$ cat src/rtl/bus_sched.sv
// bus_sched: transaction-level owner of the shared 8-bit data bus.
// One engine (AES or SHA) is granted the bus for a whole transaction. Its bytes
// are streamed under the bus_ready handshake, and the grant is held until the
// addressed target raises its bit of ack_in. Contending engines alternate
// round-robin.
// Optional acknowledge watchdog: define BUS_SCHED_TIMEOUT_EN to abort a
// transaction whose acknowledge has not arrived after TIMEOUT cycles.

module bus_sched #(
   parameter int LENW    = 5,
   parameter int TIMEOUT = 255
) (
   input  logic            clk,
   input  logic            rst,
   input  logic            aes_req,
   input  logic [LENW-1:0] aes_len,
   input  logic [1:0]      aes_dest,
   input  logic [7:0]      aes_data,
   input  logic            sha_req,
   input  logic [LENW-1:0] sha_len,
   input  logic [1:0]      sha_dest,
   input  logic [7:0]      sha_data,
   input  logic [2:0]      ack_in,
   input  logic            bus_ready,
   output logic            aes_grant,
   output logic            sha_grant,
   output logic            aes_pop,
   output logic            sha_pop,
   output logic            aes_done,
   output logic            sha_done,
   output logic [7:0]      data_bus_out,
   output logic            data_bus_valid,
   output logic            timeout,
   output logic            busy
);

   typedef enum logic [1:0] {IDLE = 2'd0, XFER = 2'd1, WAIT_ACK = 2'd2} state_t;

   // Engine encoding used for owner and last winner: 0 = AES, 1 = SHA.
   state_t          state_q, state_d;
   logic            owner_q, owner_d;
   logic            last_q, last_d;
   logic [LENW-1:0] cnt_q, cnt_d;
   logic [1:0]      dest_q, dest_d;
   logic            aes_grant_q, aes_grant_d, sha_grant_q, sha_grant_d;
   logic            aes_done_q, aes_done_d, sha_done_q, sha_done_d;
   logic            timeout_q, timeout_d;
   logic            ack_hit;
   logic            abort;
   logic            win;
   logic [LENW-1:0] win_len;

   // Only the addressed target's ack completes; dest 3 selects no target at all.
   always_comb begin
      ack_hit = 1'b0;
      case (dest_q)
         2'd0:    ack_hit = ack_in[0];
         2'd1:    ack_hit = ack_in[1];
         2'd2:    ack_hit = ack_in[2];
         default: ack_hit = 1'b0;
      endcase
   end

`ifdef BUS_SCHED_TIMEOUT_EN
   localparam int WAITW = ($clog2(TIMEOUT + 1) > 8) ? $clog2(TIMEOUT + 1) : 8;

   logic [WAITW-1:0] wait_q, wait_d;

   // Wait counter: zero outside WAIT_ACK, so it starts from 0 on every entry.
   always_comb begin
      wait_d = '0;
      if (state_q == WAIT_ACK) begin
         wait_d = wait_q + WAITW'(1);
      end
   end

   // Wait counter register.
   always_ff @(posedge clk or posedge rst) begin
      if (rst) begin
         wait_q <= '0;
      end else begin
         wait_q <= wait_d;
      end
   end

   // Abort on the cycle the count reaches TIMEOUT; a same-cycle ack takes priority.
   assign abort = (state_q == WAIT_ACK) && !ack_hit && (wait_q == WAITW'(TIMEOUT - 1));
`else
   logic unused_timeout_cfg;
   assign unused_timeout_cfg = (TIMEOUT != 0);
   assign abort              = 1'b0;
`endif

   // Next-state and bus-side outputs: arbitration in IDLE, byte streaming in XFER.
   always_comb begin
      state_d        = state_q;
      owner_d        = owner_q;
      last_d         = last_q;
      cnt_d          = cnt_q;
      dest_d         = dest_q;
      aes_grant_d    = aes_grant_q;
      sha_grant_d    = sha_grant_q;
      aes_done_d     = 1'b0;
      sha_done_d     = 1'b0;
      timeout_d      = 1'b0;
      aes_pop        = 1'b0;
      sha_pop        = 1'b0;
      data_bus_out   = '0;
      data_bus_valid = 1'b0;
      win            = 1'b0;
      win_len        = '0;
      case (state_q)
         IDLE: begin
            aes_grant_d = 1'b0;
            sha_grant_d = 1'b0;
            if (aes_req || sha_req) begin
               // On a tie the engine not served last wins.
               win         = (aes_req && sha_req) ? ~last_q : sha_req;
               win_len     = win ? sha_len : aes_len;
               last_d      = win;
               aes_grant_d = ~win;
               sha_grant_d = win;
               if (win_len == '0) begin
                  // Empty transaction: grant and done pulse together, no bus activity.
                  aes_done_d = ~win;
                  sha_done_d = win;
               end else begin
                  owner_d = win;
                  cnt_d   = win_len;
                  dest_d  = win ? sha_dest : aes_dest;
                  state_d = XFER;
               end
            end
         end
         XFER: begin
            data_bus_valid = 1'b1;
            data_bus_out   = owner_q ? sha_data : aes_data;
            if (bus_ready) begin
               aes_pop = ~owner_q;
               sha_pop = owner_q;
               cnt_d   = cnt_q - LENW'(1);
               if (cnt_q == LENW'(1)) begin
                  state_d = WAIT_ACK;
               end
            end
         end
         WAIT_ACK: begin
            if (ack_hit) begin
               aes_done_d  = ~owner_q;
               sha_done_d  = owner_q;
               aes_grant_d = 1'b0;
               sha_grant_d = 1'b0;
               state_d     = IDLE;
            end else if (abort) begin
               timeout_d   = 1'b1;
               aes_grant_d = 1'b0;
               sha_grant_d = 1'b0;
               state_d     = IDLE;
            end
         end
         default: state_d = IDLE;
      endcase
   end

   // State and registered-output flops; last winner resets to SHA so AES wins the first tie.
   always_ff @(posedge clk or posedge rst) begin
      if (rst) begin
         state_q     <= IDLE;
         owner_q     <= 1'b0;
         last_q      <= 1'b1;
         cnt_q       <= '0;
         dest_q      <= '0;
         aes_grant_q <= 1'b0;
         sha_grant_q <= 1'b0;
         aes_done_q  <= 1'b0;
         sha_done_q  <= 1'b0;
         timeout_q   <= 1'b0;
      end else begin
         state_q     <= state_d;
         owner_q     <= owner_d;
         last_q      <= last_d;
         cnt_q       <= cnt_d;
         dest_q      <= dest_d;
         aes_grant_q <= aes_grant_d;
         sha_grant_q <= sha_grant_d;
         aes_done_q  <= aes_done_d;
         sha_done_q  <= sha_done_d;
         timeout_q   <= timeout_d;
      end
   end

   assign aes_grant = aes_grant_q;
   assign sha_grant = sha_grant_q;
   assign aes_done  = aes_done_q;
   assign sha_done  = sha_done_q;
   assign timeout   = timeout_q;
   assign busy      = (state_q != IDLE);

endmodule
$ cat config.mk
export PLATFORM = sky130hd
export DESIGN_NAME = bus_sched
export DESIGN_NICKNAME = d
export VERILOG_FILES = /design/src/rtl/bus_sched.sv
export SDC_FILE = /design/constraint.sdc
export NUM_CORES = 1
export LEC_CHECK = 0
export CAP_MARGIN = 40
export CORE_AREA = 2 2 59 61
export CTS_CLUSTER_DIAMETER = 60
export CTS_CLUSTER_SIZE = 30
export DETAILED_ROUTE_END_ITERATION = 10
export DIE_AREA = 0 0 61 63
export PLACE_DENSITY = 0.74
export SLEW_MARGIN = 20
export SYNTH_ARGS = -nofsm -noshare
export SYNTH_HDL_FRONTEND = slang
export SYNTH_SLANG_ARGS = --single-unit
$ cat constraint.sdc
create_clock -name clk -period 1.55 [get_ports clk]
set_clock_uncertainty 0.05 [all_clocks]
set_input_delay 0.3875 -clock clk [delete_from_list [all_inputs] [get_ports clk]]
set_output_delay 0.3875 -clock clk [all_outputs]
set_load 0.005 [all_outputs]
======== Yosys cells after proc, flatten, opt, wreduce, memory -nomap -nowiden ========
Cells that the tools add are included.
storage, ports and cells
  bits in registers ....................... 15
  bits in latches ......................... 0
  RAM bits ................................ 0
  bits in read-only memories .............. 0
  bits of input ports ..................... 38
  output and inout port bits .............. 17
  memories ................................ 0
cells by class
  add/sub/neg operators ................... 1
  multiply operators ...................... 0
  divide/modulo/power cells ............... 0
  $lt $le $gt $ge ......................... 0
  equality and inequality tests ........... 10
  shift operators ......................... 0
  muxes and demuxes ....................... 34
  bitwise logic cells ..................... 4
  reductions and logical operators ........ 13
operator list
  operator                                              number
  2-to-1 mux 5 bit                                      4
  2-to-1 mux 8 bit                                      2
  2-to-1 mux 1 bit                                      15
  2-to-1 mux 2 bit                                      6
  != test 2 bit (second input constant)                 5
  one-hot mux 5 bit (2 select lines)                    1
  one-hot mux 1 bit (2 select lines)                    4
  one-hot mux 2 bit (3 select lines)                    1
  nonzero test 2 bit                                    3
  equality test 5 x 1 -> 1 bit (second input constant)  1
  logical NOT 5 bit                                     1
  AND reduction 5 bit                                   1
  subtractor 5 x 1 -> 5 bit (second input constant)     1
  equality test 2 x 1 -> 1 bit (second input constant)  2
  equality test 2 bit (second input constant)           2
  logical NOT 2 bit                                     2
  NOT 1 bit                                             4
  AND reduction 2 bit                                   2
  AND reduction 4 bit                                   1
  one-hot mux 1 bit (3 select lines)                    1
  AND reduction 3 bit                                   1
  logical AND 1 bit                                     1
  logical OR 1 bit                                      1

======== Longest topological paths before layout ========
Gate-level depths: netlist of run 1.
  depth after elaboration ................. 7
  depth in mapped cells ................... 6
  depth with buffers taken out ............ 6

======== Worst setup path after synthesis of run 1 ========
No wires, ideal clock.
  path kind ............................... input to register
  start point ............................. input sha_len[0]
  end point ............................... register cnt_q[1]
  data arrival time ....................... 1.693 ns
  required time ........................... 1.375 ns
  path slack .............................. -0.318 ns
  stages on the path ...................... 4
  path buffers ............................ 0
  cells stage by stage .................... or4_4 nor4b_4 nor3_2 mux2_4
between the ends
  longest elaborated chain between the ends .. 4
ends and longest elaborated chain
  item                           RTL line  source
  start: declaration             20        input logic [LENW-1:0] sha_len,
  2-to-1 mux 5 bit               119       win_len = win ? sha_len : aes_len;
  logical NOT 5 bit              123       if (win_len == '0) begin
  != test 2 bit (no line)        -
  AND reduction 4 bit (no line)  -
  end signal: assignment         182       cnt_q <= cnt_d;
  end: declaration               43        logic [LENW-1:0] cnt_q, cnt_d;
Every way passes these cells.
A chain may end at the register's enable or synchronous reset.

======== Worst setup path in the final report of run 1 ========
  start point ............................. register last_q
  end point ............................... register dest_q[1]
between the ends
  longest elaborated chain between the ends .. 6
ends and longest elaborated chain
  item                           RTL line  source
  start: declaration             42        logic last_q, last_d;
  start signal: assignment       181       last_q <= last_d;
  NOT 1 bit *                    118       win = (aes_req && sha_req) ? ~last_q : sha_req;
  2-to-1 mux 1 bit *             118
  2-to-1 mux 5 bit               119
  logical NOT 5 bit              123
  NOT 1 bit (no line)            -
  AND reduction 3 bit (no line)  -
  end signal: assignment         183       dest_q <= dest_d;
  end: declaration               44        logic [1:0] dest_q, dest_d;
Mark *: on every way between the ends. The rest lies on a longest branch, timed or not.

==> out/metrics.yaml, run 1 <==
status:
  outcome: "complete, but fails checks"
  violations: "setup timing"
power:
  leakagePower_uw: 0.00102
  p_per_area_nw_per_um2: 1620
  total_power_uw: 3720
  ir_drop_uv: 862
yosys:
  synth_flop_cell: "dfrtp_1"
  synth_top_family_by_area: "simple AND/OR/NAND/NOR gates"
  synthSimpleGateAreaFrac_pct: 21.0
  ys_seq_elements: 15
  synth.area.mux_share_pct: 20.2
  async_flop_share_pct: 100
  synth_nets: 156
  synth-edff-count: 0
  syn_area_um2: 1110
  synth_compound_area_share_pct: 16.6
  synthCells: 116
  synth.distinct_cells: 45
  synth-warning-count: 0
  synthAdderAreaFrac_pct: 2.26
  synth_xor_area_share_pct: 0
  syn_avg_cell_area_um2: 9.55
  yosysSeqAreaShare_pct: 34.0
timing:
  slew_violations: 0
  fmax_mhz: 563
  rsz0062_at_grt: "yes"
  hold_viol: 0
  setup_slack_ns: -0.228
  finalSetupViolations: 22
  fin_crit_sh_pct: 115
  fin_setup_tns_ns: -2.78
  period_needed_ns: 1.78
critical_path:
  crit_required_ns: 1.68
  path_cells: "buf_6, nand2b_4, o211ai_1, a21oi_2, mux2_4"
  critPathTopFamily: "flip-flops"
  path_class: "register to register"
  max_stage_delay_ns: 0.58
  crit_fanout: 4
  critPathLaunchType: "register"
  cp_data_arrival_time_ns: 1.90
  worstSetupEndpointType: "register"
  path_buf_inv: 1
  cp_slowest_cell: "dfstp_2"
final_layout:
  mostFrequentLayoutCell: "buf_4"
  post-route-cell-area_um2: 2290
  final_layout_size_suffix_gt1_share_pct: 55.2
  antenna_cells: 0
  final_cell_mix: "buf_4 (27), clkdlybuf4s50_1 (26), buf_6 (18)"
  layout.nets: 251
  area_growth_pct: 107
cts:
  postCtsHoldBufs: 0
  cts_buffers: 3
  path_clk_slew_ns: 0.10
  clock_latency_ns: 0.29
  cts-root-buf: "clkbuf_4"
  clock_sinks: 15
  h-tree-depth: 1
  tritoncts: "done"
  cts_buffer_depth: 2
placement:
  dp_hpwl_um: 2870
  place_congestion: 0.917
  placement.cell_area_um2: 1870
  io_buffers: 53
die:
  fp.coreArea_um2: 3230
  initial_utilization_pct: 34.3
  die_x_um: 61
  rows: 21
  die_area_um2: 3840
  die_h_um: 63
  io_pins: 55
drt:
  drt-total-wl_um: 4540
  wire_per_inst_um: 17.8
  ant_nets: 0
  drt_iter0_drc: 46
  vias_per_cell: 5.46
  dr.pass1.iters: 4
  vias: 1399
  remaining_drc_errors: 0
global_route:
  overflow: 0
  antenna_found_initial: 0
  first_global_vias: 1420
  grt_start_max_net_pins: 16
  grt_pass1_wl_um: 6640
  grt_use_total_pct: 22.8
flow_run:
  maxCapViolations: 0
min_path:
  min_path_type: "primary input to asynchronous set/reset pin"
==> final timing paths <==
kind,slack [ns],depth (start not counted),endpoint,startpoint
min in group clk,0.47,3,cnt_q[2],aes_len[2]
setup / recovery,-0.23,5,dest_q[1],last_q
hold reg to reg,0.49,1,aes_grant,aes_grant
hold / removal,0.35,3,cnt_q[2],rst
setup reg to reg,-0.23,5,dest_q[1],last_q
max in group asynchronous,0.85,3,last_q,rst
==> per-layer routing <==
metal / vias to the layer above / GRT usage (%) / wire (um)
li1: 620 / - / -
met1: 684 / 26.9 / 1730
met2: 83 / 39.2 / 2470
met3: 12 / 3.73 / 249
met4: 0 / 9.78 / 92
met5: - / 0 / 0
==> layout make-up <==
class | count | area [um2]
fill | 209 | 938
timing repair buffer | 95 | 861
tap | 46 | 57.6
clock inverter | 1 | 5.00
sequential | 15 | 378
clock buffer | 3 | 22.5
inverter | 8 | 37.5
multi-input combinational | 88 | 932
==> Yosys cell counts (2+ instances only) <==
master	count	area [um2]
nand4_1	3	18.8
a31oi_1	2	12.5
ha_1	2	25.0
nor4_1	2	12.5
nand2_1	3	11.3
o21ai_0	5	25.0
nand3b_1	2	15.0
mux2_2	7	78.8
a21oi_1	6	30.0
nor2_1	14	52.6
inv_1	7	26.3
a21o_1	2	15.0
dfrtp_1	14	350
a2bb2oi_1	3	26.3
nor3_1	2	10.0
mux2i_1	13	130
==> metrics by stage <==
step	setup WS, ns	util (%)	std cells	hold slack [ns]
floorplan	-0.263	-	116	0.238
global placement	-0.657	57.8	235	0.432
detailed placement	-0.743	57.8	235	0.447
CTS	-0.180	64.4	254	0.357
global route	-0.284	71.0	256	0.367
finish	-0.228	71.0	256	0.348
==> worst min-delay path: cells and delay by family <==
kind	cells	cell delay, ns
buf+inv	3	0.68
==> where the power goes <==
group          leakage, uW  internal (uW)  switching [uW]
registers         0.000179            566             155
clock network    0.0000177           95.8             140
logic             0.000821           1570            1200
total              0.00102           2230            1490
==> flip-flops by register name, summed over array words and instances, names as in the netlist <==
register and flops:
sha_done 1, cnt_q 5, last_q 1, aes_done 1, owner_q 1, state_q 2
sha_grant 1, aes_grant 1, dest_q 2
==> kinds of logic (layout without fill, tap and decap cells) <==
| logic type | Yosys count | in the layout |
|---|---|---|
| and+or+nand+nor | 38 | 38 |
| AOI/OAI and AO/OA | 26 | 26 |
| muxes | 21 | 21 |
| DFF | 15 | 15 |
| buffers and inverters | 13 | 107 |
| adders and majority gates | 2 | 2 |
| other | 1 | 1 |
==> repair_timing <==
action	CTS	global route
endpoints found under the setup margin	27	24
buffers inserted	15	2
pin swaps	18	17
gates resized for setup	119	45
(Power assumes the default switching activity.)
==> inputs of run 2 (changes only) <==
--- a/config.mk
+++ b/config.mk
@@ -6,11 +6,12 @@
 export NUM_CORES = 1
 export LEC_CHECK = 0
 export CAP_MARGIN = 40
-export CORE_AREA = 2 2 59 61
+export CORE_AREA = 4 4 61 63
 export CTS_CLUSTER_DIAMETER = 60
 export CTS_CLUSTER_SIZE = 30
 export DETAILED_ROUTE_END_ITERATION = 10
-export DIE_AREA = 0 0 61 63
+export DIE_AREA = 0 0 65 67
+export HOLD_SLACK_MARGIN = 0.08
 export PLACE_DENSITY = 0.74
 export SLEW_MARGIN = 20
 export SYNTH_ARGS = -nofsm -noshare
==> run 2 against run 1 <==
- largest power group unchanged
- hold slack got worse by 0.020 ns
- highest routed layer unchanged
- sequential share of layout area grew 0.59 points
- largest cell class unchanged
- sequential power is 1% higher
- the flow still finishes with violations (setup timing)
- register-to-register slack improved by 0.05 ns
- utilization is 2.4 points lower
- design area decreased by 3.4%
- final cell count fell by 1.6%
- clock power is 4% higher
- die area rose by 13%
==> out/metrics.yaml, run 2 (synthesized netlist as in run 1, its figures left out) <==
min_path:
  min_path_type: "primary input to asynchronous set/reset pin"
timing:
  finalSetupViolations: 21  # -4.5%
  period_needed_ns: 1.74  # -0.0406 ns
  fin_crit_sh_pct: 112  # -2.6 points
  hold_viol: 0  # unchanged
  setup_slack_ns: -0.187  # +0.0406 ns
  fin_setup_tns_ns: -2.66  # +0.117 ns
  rsz0062_at_grt: "yes"
  fmax_mhz: 576  # +2.3%
  slew_violations: 0  # unchanged
status:
  outcome: "complete, but fails checks"
  violations: "setup timing"
cts:
  postCtsHoldBufs: 0  # unchanged
  clock_sinks: 15  # unchanged
  h-tree-depth: 1  # unchanged
  cts_buffers: 3  # unchanged
  path_clk_slew_ns: 0.10  # about the same
  cts_buffer_depth: 2  # unchanged
  tritoncts: "done"
  cts-root-buf: "clkbuf_4"
  clock_latency_ns: 0.30  # about the same
power:
  seqPwrFrac_pct: 20.3  # +0.9 points
  power_frac_comb_pct: 72.9  # -1.4 points
  swShare_pct: 39.9  # -0.18 points
  p_switching_uw: 1440  # -3.5%
  p_per_area_nw_per_um2: 1630  # +0.39%
  ir_drop_uv: 1050  # +22%
  intPower_uw: 2170  # -2.8%
  leakagePower_uw: 0.000976  # -4.2%
  p_clk_share_pct: 6.8  # +0.5 points
global_route:
  overflow: 0  # unchanged
  antenna_found_initial: 0  # unchanged
  first_global_vias: 1537  # +8.2%
  grt_use_total_pct: 21.0  # -1.8 points
  grt_start_max_net_pins: 16  # unchanged
  grt_pass1_wl_um: 7000  # +5.4%
final_layout:
  area_growth_pct: 100
  largest-register: "cnt_q"
  final_layout_size_suffix_gt1_share_pct: 52.4  # -2.8 points
  post-route-util_pct: 68.5  # -2.4 points
  reg_top3: "cnt_q x5, dest_q x2, state_q x2"
  final-seq-area_um2: 378  # unchanged
  layout.nets: 247  # -1.6%
  final_cell_mix: "clkdlybuf4s50_1 (26), buf_4 (26), buf_2 (14), buf_6 (14), dfrtp_1 (13)"
  antenna_cells: 0  # unchanged
  largest_register_ffs: 5  # unchanged
  fillCellCount: 252  # +21%
  multiInputGateArea_um2: 902  # -3.2%
die:
  die_area_um2: 4360  # +13%
  die_h_um: 67  # +6.3%
  rows: 21  # unchanged
  initial_utilization_pct: 34.3  # unchanged
  die_x_um: 65  # +6.6%
  fp.coreArea_um2: 3230  # unchanged
  io_pins: 55  # unchanged
flow_run:
  maxCapViolations: 0  # unchanged
drt:
  drt-total-wl_um: 4390  # -3.3%
  dr.pass1.iters: 4  # unchanged
  drt_iter0_drc: 77  # +67%
  vias: 1344  # -3.9%
  remaining_drc_errors: 0  # unchanged
  vias_per_cell: 5.33  # -2.4%
  ant_nets: 0  # unchanged
  wire_per_inst_um: 17.4  # -1.8%
placement:
  place_congestion: 0.866  # -5.5%
  dp_worst_setup_slack_ns: -0.714  # +0.0290 ns
  io_buffers: 53  # unchanged
  dp_hpwl_um: 2980  # +3.6%
critical_path:
  worstSetupEndpointType: "output pin"
  crit_fanout: 6  # +2
  cp_data_arrival_time_ns: 1.30  # -0.60 ns
  cp_slowest_cell: "dfrtp_2"
  rr_endpoint: "cnt_q[2]"
  reg2reg_from: "last_q"
  critPathLaunchType: "register"
  path_cells: "buf_12, mux2i_4, nor2_4, buf_2"
  crit_required_ns: 1.11  # -0.57 ns
  max_stage_delay_ns: 0.45  # -0.13 ns
  path_class: "register to output pin"
  critPathTopFamily: "flip-flops"
  r2r_slack_ns: -0.18  # +0.05 ns
  r2r_cells: 6  # +1
  path_buf_inv: 2  # +1
-- run 2: cell types whose count changed in the layout (fill, tap and decap cells not counted), sizes merged --
cell	delta
dlymetal6s2s	-1
buf	-2
inv	-1
clkbuf	-2
dlygate4sd2	+1
clkinv	+1
-- run 2: stage by stage --
stage	hold WS (ns)	power, uW	std cells	cell area, um2
finish	0.329	3610	252	2210
global placement	0.428	2520	233	1870
detailed placement	0.420	2580	233	1870
floorplan	0.238	1670	116	1120
CTS	0.344	3280	250	2100
global route	0.355	3820	252	2210
-- run 2: routing by layer --
layer	track usage, %	vias up	wire length (um)	share of wire (%)
met4	11.1	0	145	3.3
met2	39.0	77	2280	52
met5	0	-	0	0
li1	-	610	-	-
met1	23.3	642	1690	38
met3	2.36	15	281	6.4
-- run 2: worst max path at each step --
stage	start	end	slack [ns]	cells past startpoint
after global placement	aes_len[0]	owner_q	-0.69	5
after global routing	last_q	cnt_q[2]	-0.22	6
after CTS	last_q	cnt_q[2]	-0.18	6
after detailed placement	sha_len[0]	cnt_q[1]	-0.71	5
after floorplan	sha_len[0]	cnt_q[1]	-0.26	4
final	owner_q	data_bus_out[2]	-0.19	4
-- run 2: timing repair --
item,CTS,global route
gates resized for setup,128,23
gates cloned,0,0
buffers inserted,15,2
pin swaps,14,13
setup endpoints to repair,28,22
-- run 2: power groups by stage --
| stage | clock network [uW] | registers, uW | logic (uW) |
|---|---|---|---|
| after global placement | 0 | 732 | 1790 |
| after floorplan | 0 | 678 | 988 |
| after CTS | 234 | 720 | 2320 |
| final | 246 | 731 | 2630 |
| after global routing | 265 | 749 | 2800 |
| after detailed placement | 0 | 744 | 1830 |
-- run 2: tightest hold or removal path, delay by kind of cell --
family,cells,cell delay (ns)
buffers and inverters,3,0.67
-- run 2: cell type report --
| class | instances | area share (%) |
|---|---|---|
| clock buffers | 3 | 1.02 |
| clock inverters | 1 | 0.226 |
| inverters | 8 | 1.58 |
| multi-input cells | 88 | 40.7 |
| flip-flops and latches | 15 | 17.1 |
| well taps | 46 | 2.60 |
| repair buffers | 91 | 36.8 |
==> inputs of run 3 (changes only) <==
--- a/config.mk
+++ b/config.mk
@@ -8,7 +8,6 @@
 export CAP_MARGIN = 40
 export CORE_AREA = 4 4 61 63
 export CTS_CLUSTER_DIAMETER = 60
-export CTS_CLUSTER_SIZE = 30
 export DETAILED_ROUTE_END_ITERATION = 10
 export DIE_AREA = 0 0 65 67
 export HOLD_SLACK_MARGIN = 0.08
==> results of run 3 <==
No change in the layout: final DEF, timing and power equal those of run 2.
